--- src/rtl/pipe_run_ctrl.sv ---
// Run/step/debug sequencer for the 5-stage pipeline: drives pipeline enable, fetch hold and pipeline
// reset, lends the data memory port to the host, and answers one response per accepted host command.
module pipe_run_ctrl #(
    parameter int unsigned DRAIN_CYCLES = 4,
    parameter int unsigned RST_CYCLES   = 3,
    parameter int unsigned DM_LATENCY   = 1,
    parameter int unsigned AW           = 12
) (
    input  logic          clk,
    input  logic          inicio,
    input  logic          cmd_valid,
    output logic          cmd_ready,
    input  logic [2:0]    cmd_op,
    input  logic [AW-1:0] cmd_addr,
    output logic          rsp_valid,
    input  logic          rsp_ready,
    output logic [31:0]   rsp_data,
    output logic          rsp_err,
    input  logic          halt_wb,
    output logic          pipe_en,
    output logic          fetch_hold,
    output logic          pipe_rst,
    output logic          dm_sel,
    output logic [AW-1:0] dm_addr,
    input  logic [31:0]   dm_rdata,
    output logic [31:0]   cycle_cnt,
    output logic [2:0]    state
);

    localparam logic [2:0] IDLE   = 3'd0;
    localparam logic [2:0] RUN    = 3'd1;
    localparam logic [2:0] STEP   = 3'd2;
    localparam logic [2:0] DRAIN  = 3'd3;
    localparam logic [2:0] HALTED = 3'd4;
    localparam logic [2:0] MEMRD  = 3'd5;
    localparam logic [2:0] RESP   = 3'd6;
    localparam logic [2:0] RST    = 3'd7;

    localparam logic [2:0] OP_NOP     = 3'd0;
    localparam logic [2:0] OP_RUN     = 3'd1;
    localparam logic [2:0] OP_STEP    = 3'd2;
    localparam logic [2:0] OP_STOP    = 3'd3;
    localparam logic [2:0] OP_RDMEM   = 3'd4;
    localparam logic [2:0] OP_RSTPIPE = 3'd5;
    localparam logic [2:0] OP_RDCNT   = 3'd6;
    localparam logic [2:0] OP_RSVD    = 3'd7;

    localparam int unsigned   CW         = 8;
    localparam logic [CW-1:0] DRAIN_LOAD = CW'(DRAIN_CYCLES - 1);
    localparam logic [CW-1:0] RST_LOAD   = CW'(RST_CYCLES - 1);
    localparam logic [CW-1:0] MEM_WAIT   = CW'(DM_LATENCY);

    logic [2:0]    stateNext;
    logic [2:0]    retState;
    logic [2:0]    retNext;
    logic [CW-1:0] phaseCnt;
    logic [CW-1:0] phaseNext;
    logic          accept;
    logic          rspSet;
    logic [31:0]   rspDataNext;
    logic          rspErrNext;
    logic          rspValidNext;
    logic          dmLoad;

    assign accept       = cmd_valid && cmd_ready;
    assign rspValidNext = rspSet || (rsp_valid && !rsp_ready);

    always_comb begin
        stateNext   = state;
        retNext     = retState;
        phaseNext   = phaseCnt;
        rspSet      = 1'b0;
        rspDataNext = '0;
        rspErrNext  = 1'b0;
        dmLoad      = 1'b0;
        case (state)
            IDLE, HALTED: begin
                if (accept) begin
                    retNext = state;
                    case (cmd_op)
                        OP_RUN: begin
                            stateNext = RUN;
                            rspSet    = 1'b1;
                        end
                        OP_STEP: stateNext = STEP;
                        OP_RDMEM: begin
                            stateNext = MEMRD;
                            phaseNext = '0;
                            dmLoad    = 1'b1;
                        end
                        OP_RSTPIPE: begin
                            stateNext = RST;
                            phaseNext = RST_LOAD;
                        end
                        OP_RDCNT: begin
                            stateNext   = RESP;
                            rspSet      = 1'b1;
                            rspDataNext = cycle_cnt;
                        end
                        default: begin
                            stateNext  = RESP;
                            rspSet     = 1'b1;
                            rspErrNext = (cmd_op == OP_RSVD);
                        end
                    endcase
                end
            end
            RUN: begin
                // Responses issued while running go to the side register; the FSM keeps running.
                if (accept) begin
                    rspSet = 1'b1;
                    case (cmd_op)
                        OP_RDCNT: rspDataNext = cycle_cnt;
                        OP_STOP: begin
                            stateNext = DRAIN;
                            phaseNext = DRAIN_LOAD;
                        end
                        OP_NOP:  rspErrNext = 1'b0;
                        default: rspErrNext = 1'b1;
                    endcase
                end
                if (halt_wb) begin
                    stateNext = HALTED;
                end
            end
            STEP: begin
                stateNext = RESP;
                rspSet    = 1'b1;
                retNext   = halt_wb ? HALTED : retState;
            end
            DRAIN: begin
                if (halt_wb || (phaseCnt == '0)) begin
                    stateNext = HALTED;
                end else begin
                    phaseNext = phaseCnt - 1'b1;
                end
            end
            MEMRD: begin
                if (phaseCnt == MEM_WAIT) begin
                    stateNext   = RESP;
                    rspSet      = 1'b1;
                    rspDataNext = dm_rdata;
                end else begin
                    phaseNext = phaseCnt + 1'b1;
                end
            end
            RESP: begin
                if (rsp_valid && rsp_ready) begin
                    stateNext = retState;
                end
            end
            RST: begin
                if (phaseCnt == '0) begin
                    stateNext = RESP;
                    retNext   = IDLE;
                    rspSet    = 1'b1;
                end else begin
                    phaseNext = phaseCnt - 1'b1;
                end
            end
            default: stateNext = IDLE;
        endcase
    end

    // Every output is registered from the next-state decode, so it lines up with the state it describes.
    always_ff @(posedge clk or posedge inicio) begin
        if (inicio) begin
            state      <= IDLE;
            retState   <= IDLE;
            phaseCnt   <= '0;
            cmd_ready  <= 1'b0;
            rsp_valid  <= 1'b0;
            rsp_data   <= '0;
            rsp_err    <= 1'b0;
            pipe_en    <= 1'b0;
            fetch_hold <= 1'b0;
            pipe_rst   <= 1'b1;
            dm_sel     <= 1'b0;
            dm_addr    <= '0;
            cycle_cnt  <= '0;
        end else begin
            state      <= stateNext;
            retState   <= retNext;
            phaseCnt   <= phaseNext;
            cmd_ready  <= ((stateNext == IDLE) || (stateNext == HALTED) || (stateNext == RUN))
                          && !rspValidNext;
            rsp_valid  <= rspValidNext;
            if (rspSet) begin
                rsp_data <= rspDataNext;
                rsp_err  <= rspErrNext;
            end
            pipe_en    <= (stateNext == RUN) || (stateNext == STEP) || (stateNext == DRAIN);
            fetch_hold <= (stateNext == DRAIN);
            pipe_rst   <= (stateNext == RST);
            dm_sel     <= (stateNext == MEMRD);
            if (dmLoad) begin
                dm_addr <= cmd_addr;
            end
            if (stateNext == RST) begin
                cycle_cnt <= '0;
            end else if (pipe_en && (cycle_cnt != '1)) begin
                cycle_cnt <= cycle_cnt + 1'b1;
            end
        end
    end

endmodule

--- config.mk ---
export PLATFORM = sky130hd
export DESIGN_NAME = pipe_run_ctrl
export DESIGN_NICKNAME = d
export VERILOG_FILES = /design/src/rtl/pipe_run_ctrl.sv
export SDC_FILE = /design/constraint.sdc
export NUM_CORES = 1
export LEC_CHECK = 0
export CORE_MARGIN = 1.5
export CORE_UTILIZATION = 49
export DETAILED_ROUTE_END_ITERATION = 6
export PLACE_DENSITY = 0.84
export SYNTH_ARGS = -nofsm -noshare
export SYNTH_HDL_FRONTEND = slang
export SYNTH_SLANG_ARGS = --single-unit
--- constraint.sdc ---
create_clock -name clk -period 4.37 [get_ports clk]
set_input_delay 0.874 -clock clk [delete_from_list [all_inputs] [get_ports clk]]
set_output_delay 0.874 -clock clk [all_outputs]
set_load 0.005 [all_outputs]
==> results of run 1 <==
-- worst paths after layout --
check / end / slack, ns / cells after the start
min: rsp_data[10] / 0.47 / 2
max in group asynchronous: cycle_cnt[10] / 2.45 / 3
max: cycle_cnt[3] / 1.31 / 6
min reg2reg: rsp_data[10] / 0.47 / 2
max reg2reg: cycle_cnt[3] / 1.31 / 6
min in group asynchronous: phaseCnt[7] / 1.10 / 2
-- Yosys cell counts (8+ instances only) --
master	count
xnor2_1	9
o21ai_0	22
mux2_2	16
dfrtp_1	96
nand2_1	98
or3_1	15
nor2_1	9
nor3_1	11
o31ai_1	9
a21oi_1	21
or4_1	8
clkbuf_1	11
buf_2	20
a22oi_1	51
inv_1	15
nand3_1	16
nand4_1	13
-- layer usage --
layer / GRT usage (%) / vias to the layer above / wire length (um)
met5: 0 / - / 0
met4: 6.38 / 0 / 121
met3: 5.53 / 10 / 1320
met2: 40.9 / 237 / 7080
li1: - / 2283 / -
met1: 35.4 / 2416 / 6150
-- cells by family (layout without fill, tap and decap cells) --
group / after synthesis / in the layout / share of synthesized area, %
compound gates: 148 / 148 / 20.4
xor+xnor: 10 / 10 / 1.65
fa+ha+maj: 5 / 5 / 1.18
buf+inv: 57 / 175 / 5.41
flops: 97 / 97 / 45.6
mux: 19 / 19 / 3.95
simple gates: 217 / 217 / 21.8
-- worst max-delay path: cells and delay by family, from the launching register on --
kind	cells	cell delay, ns
compound gates	3	0.85
buf+inv	2	0.75
flops	1	0.83
simple gates	1	0.47
-- per-stage QoR --
stage | cell area (um2) | utilization, % | hold slack (ns) | power (mW)
6_report | 6910 | 66.3 | 0.473 | 3.91
5_1_grt | 6910 | 66.3 | 0.500 | 4.16
4_1_cts | 6910 | 66.3 | 0.476 | 3.91
3_5_place_dp | 6710 | 64.4 | 0.455 | 3.31
3_3_place_gp | 6710 | 64.4 | 0.452 | 3.25
2_1_floorplan | 5320 | - | 0.454 | 2.42
-- area by class of cell --
| class | count | area share [%] |
|---|---|---|
| tap | 136 | 2.46 |
| multi-input combinational | 399 | 38.0 |
| clock inverter | 5 | 0.924 |
| timing repair buffer | 142 | 20.6 |
| sequential | 97 | 35.2 |
| clock buffer | 11 | 1.90 |
| inverter | 17 | 0.960 |
-- power by group --
part	total [mW]	internal, mW	switching (mW)
sequential	1.66	1.22	0.444
clock	0.594	0.270	0.325
combinational	1.66	0.894	0.763
-- flip-flops by register name, summed over array words and instances (netlist names) --
| register | count |
|---|---|
| cycle_cnt | 32 |
| phaseCnt | 8 |
| pipe_rst | 1 |
| dm_addr | 12 |
| pipe_en | 1 |
| fetch_hold | 1 |
| retState | 3 |
| state | 3 |
| dm_sel | 1 |
| cmd_ready | 1 |
| rsp_err | 1 |
| rsp_data | 32 |
| rsp_valid | 1 |
==> impl_metrics.json, run 1 <==
{
  "antenna_cells": 0,
  "cts_setup_buffers": 0,
  "synth.area.top_cells": "dfrtp_1 45%, a22oi_1 7.2%, nand2_1 6.9%",
  "min_path_type": "flip-flop to flip-flop",
  "gp_congestion": 0.906,
  "coreArea_um2": 10400,
  "antenna_found_initial": 0,
  "vias_per_cell": 6.13,
  "vias": 4946,
  "post_drt_wl_per_cell_um": 18.2,
  "dieArea_um2": 11500,
  "cpPeakStageDelay_ns": 0.83,
  "die_y_um": 107,
  "clock_skew_ns": 0.0126,
  "fin_tns_setup_ns": 0,
  "cts_tree": "built",
  "drt_wl_total_mm": 14.7,
  "worst_slew_pin_slew_ns": 1.00,
  "die_w_um": 107,
  "cts_buffers": 9,
  "first_iter_violations": 327,
  "worstSetupPathType": "flip-flop to flip-flop",
  "synth_area_per_cell_um2": 9.62,
  "fmax_mhz": 327,
  "cts_resized": 0,
  "post-route-min-period_ns": 3.06,
  "max-slew-margin-rel_pct": 33.2,
  "grt_util_all_layers_pct": 25.6,
  "rsz0062_at_grt": "false",
  "grt_pass1_vias": 4637,
  "hold_start": "rsp_data[10]",
  "critPathCaptureType": "flip-flop",
  "synth_nets": 610,
  "critPathLaunch": "state[1]",
  "p_leak_nw": 2.91,
  "grt_overflow_total": 0,
  "setup_violations": 0,
  "required_ns": 4.58,
  "multiInputGateArea_um2": 2630,
  "hold_viol": 0,
  "r2r-start": "state[1]",
  "layout-drive-gt1-share_pct": 7.90,
  "drt-pass1-iter-count": 6,
  "cp_slowest_cell": "dfrtp_1",
  "synth-main-ff-cell": "dfrtp_1",
  "clockBufferDepth": 2,
  "maxCapViolations": 0,
  "insertion_delay_ns": 0.36,
  "syn_area_um2": 5320,
  "nets": 723,
  "register_area_um2": 2430,
  "cts-root-buf": "clkbuf_8",
  "ys_ff_latch": 97,
  "cts.htree.levels": 3,
  "clkTransAtPathRegs_ns": 0.10,
  "yosysSeqAreaShare_pct": 45.6,
  "fillerInstances": 838,
  "dp.cells": 791,
  "layout_setup_ws_ns": 1.31,
  "post-route-drc-count": 0,
  "ir_drop_mv": 0.280,
  "ys_async_sr_fraction_pct": 100,
  "synth_top_area_share_pct": 45.1,
  "io_buffers": 137,
  "arrival_ns": 3.26,
  "numClockSinks": 97,
  "status": "complete, no violations",
  "slew_violations": 0,
  "final_common_cell": "clkdlybuf4s50_1",
  "synth_cell_types": 74,
  "p_per_area_nw_per_um2": 566,
  "layout_common_cells": "137 x clkdlybuf4s50_1, 98 x nand2_1, 96 x dfrtp_1",
  "fin_crit_sh_pct": 70.0,
  "yosys_warnings": 0,
  "synth_top_area_cell": "dfrtp_1",
  "grt_pass1_wl_mm": 23.4,
  "area_growth_pct": 29.8,
  "dp_slack_ns": 0.973,
  "postSynthCellCount": 553,
  "ios": 138,
  "num_rows": 37,
  "ant_nets": 0,
  "dpl.hpwl_mm": 10.1,
  "cp_cell_sequence": "clkinv_1 -> or3_1 -> o311ai_0 -> o31a_1 -> buf_12 -> a22oi_1",
  "instances_no_fill": 807,
  "start_util_pct": 51.1,
  "path_max_fanout": 24,
  "hold_buffers": 0,
  "synth_edf_count": 0,
  "worstSetupStartpointType": "flip-flop",
  "grt_max_degree": 83
}
Power figures use the tool's default switching activity.
==> run 2: changes to the inputs <==
--- a/config.mk
+++ b/config.mk
@@ -6,9 +6,9 @@
 export NUM_CORES = 1
 export LEC_CHECK = 0
 export CORE_MARGIN = 1.5
-export CORE_UTILIZATION = 49
+export CORE_UTILIZATION = 45
 export DETAILED_ROUTE_END_ITERATION = 6
-export PLACE_DENSITY = 0.84
+export PLACE_DENSITY = 0.82
 export SYNTH_ARGS = -nofsm -noshare
 export SYNTH_HDL_FRONTEND = slang
 export SYNTH_SLANG_ARGS = --single-unit
==> constraint.sdc (replaced) <==
create_clock -name clk -period 2.52 [get_ports clk]
set_input_delay 0.504 -clock clk [delete_from_list [all_inputs] [get_ports clk]]
set_output_delay 0.504 -clock clk [all_outputs]
set_load 0.005 [all_outputs]
==> run 2 against run 1 <==
Effect of this change:
- hold slack got worse by 0.0050 ns
- clock power rose by 120%
- via count rose by 5.3%
- critical path depth up 2
- non-clock buffer count up 50
- sequential share of layout area down 2.5 points
- combinational power grew 100%
- setup slack lost 1.2 ns
- global-route usage down 0.47 points
- critical endpoint is now cycle_cnt[7]
==> impl_metrics.json, run 2 (synthesis gave the netlist of run 1 again) <==
{
  "vias_per_cell": 6.03,
  "grt_use_met2_pct": 42.2,
  "cts.htree.levels": 3,
  "critPathCaptureType": "flip-flop",
  "p_leak_nw": 3.23,
  "reg2reg_slack_ns": 0.14,
  "crit_family": "compound AO/OA/AOI/OAI gates",
  "switchingPower_mw": 2.80,
  "clock_skew_ns": 0.00834,
  "ir_drop_mv": 0.504,
  "cpPeakStageDelay_ns": 0.49,
  "internal_power_mw": 4.64,
  "layout-drive-gt1-share_pct": 14.6,
  "start_util_pct": 46.4,
  "worstSetupStartpointType": "flip-flop",
  "hold_buffers": 0,
  "top_regs": "cycle_cnt x32, rsp_data x32, dm_addr x12",
  "post_drt_wl_per_cell_um": 17.8,
  "maxCapViolations": 0,
  "r2r_cells": 8,
  "rsz0062_at_grt": "false",
  "insertion_delay_ns": 0.34,
  "arrival_ns": 2.59,
  "min_path_type": "flip-flop to flip-flop",
  "crit_buf_inv": 2,
  "grt_pass1_wl_mm": 25.8,
  "die_w_um": 112,
  "final_common_cell": "clkdlybuf4s50_1",
  "antenna_found_initial": 0,
  "cts_setup_buffers": 0,
  "critPathLaunch": "phaseCnt[0]",
  "post-route-min-period_ns": 2.38,
  "grt_overflow_total": 0,
  "post-route-drc-count": 0,
  "grt_use_met3_pct": 5.61,
  "fmax_mhz": 420,
  "cp_cell_sequence": "inv_1 -> ha_1 -> nand2_1 -> o31a_1 -> a311oi_4 -> o31a_1 -> buf_12 -> a22oi_1",
  "coreArea_um2": 11500,
  "vias": 5206,
  "fin_crit_sh_pct": 94.5,
  "dieArea_um2": 12500,
  "cp_num_cells": 8,
  "io_buffers": 137,
  "area_growth_pct": 39.8,
  "p_clk_share_pct": 17.8,
  "worstSetupPathType": "flip-flop to flip-flop",
  "numClockSinks": 97,
  "die_y_um": 112,
  "path_max_fanout": 35,
  "cts_resized": 0,
  "required_ns": 2.73,
  "p_total_mw": 7.44,
  "layout_setup_ws_ns": 0.138,
  "hold_viol": 0,
  "ant_nets": 0,
  "comb_power_share_pct": 45.5,
  "crit_end": "cycle_cnt[7]",
  "ios": 138,
  "r2r-start": "phaseCnt[0]",
  "cts_tree": "built",
  "cts-root-buf": "clkbuf_16",
  "cp_slowest_cell": "dfrtp_1",
  "grt_util_met1_pct": 32.1,
  "grt_pass1_vias": 5227,
  "antenna_cells": 0,
  "first_iter_violations": 288,
  "path_common_cell": "o31a_1",
  "nets": 773,
  "clockBufferDepth": 2,
  "setup_violations": 0,
  "max-slew-margin-rel_pct": 59.3,
  "r2r_end": "cycle_cnt[7]",
  "switching_share_pct": 37.6,
  "p_per_area_nw_per_um2": 1000,
  "status": "complete, no violations",
  "num_rows": 39,
  "clkTransAtPathRegs_ns": 0.07,
  "grt_max_degree": 36,
  "slew_violations": 0,
  "worst_slew_pin_slew_ns": 0.611,
  "drt_wl_total_mm": 15.4,
  "drt-pass1-iter-count": 5,
  "dpl.hpwl_mm": 10.9,
  "gp_congestion": 0.904,
  "busiest_layer": "met2",
  "cts_buffers": 9,
  "grt_util_all_layers_pct": 25.1,
  "seqPwrFrac_pct": 36.7,
  "dp_slack_ns": -0.140,
  "layout_common_cells": "137 x clkdlybuf4s50_1, 98 x nand2_1, 96 x dfrtp_1"
}
==> run 2: metrics by stage <==
| stage | util, % | hold WS, ns | std cells | setup TNS, ns | cell area (um2) |
|---|---|---|---|---|---|
| floorplan | - | 0.454 | 553 | 0 | 5330 |
| global placement | 62.4 | 0.452 | 848 | -0.843 | 7160 |
| detailed placement | 62.4 | 0.454 | 848 | -0.724 | 7160 |
| CTS | 64.9 | 0.471 | 864 | 0 | 7440 |
| global route | 64.9 | 0.492 | 864 | 0 | 7440 |
| finish | 64.9 | 0.468 | 864 | 0 | 7440 |
==> run 2: worst register-to-register path: stages (launching register included) <==
cell      delay (ns)
dfrtp_1         0.49
inv_1           0.17
ha_1            0.25
nand2_1         0.13
o31a_1          0.38
a311oi_4        0.24
o31a_1          0.23
buf_12          0.21
a22oi_1         0.15
==> run 2: how the worst min path moves through the flow <==
stage	to	cells past startpoint	start	slack [ns]
2_1_floorplan	retState[0]	1	retState[0]	0.45
3_3_place_gp	rsp_data[31]	2	rsp_data[31]	0.45
3_5_place_dp	rsp_data[1]	2	rsp_data[1]	0.45
4_1_cts	rsp_data[1]	2	rsp_data[1]	0.47
5_1_grt	rsp_data[21]	2	rsp_data[21]	0.49
6_report	rsp_data[21]	2	rsp_data[21]	0.47
==> run 2: routing by layer <==
layer | up-vias | share of wire [%]
met5 | - | 0
met4 | 0 | 1.8
met3 | 34 | 6.7
met2 | 239 | 51
met1 | 2543 | 41
li1 | 2390 | -
==> run 2: cell type report <==
cell class                 instances  area [um2]
multi-input combinational        399        2630
clock buffer                       9         225
timing repair buffer             192        1860
sequential                        97        2430
fill                             913        4020
clock inverter                     7        58.8
inverter                          17        67.6
tap                              143         179
==> run 2: power by group through the flow <==
stage	clock network [mW]	logic (mW)	registers, mW
2_1_floorplan	0	1.56	2.63
5_1_grt	1.44	3.66	2.82
3_3_place_gp	0	3.28	2.71
3_5_place_dp	0	3.36	2.74
6_report	1.32	3.39	2.73
4_1_cts	1.36	3.39	2.72
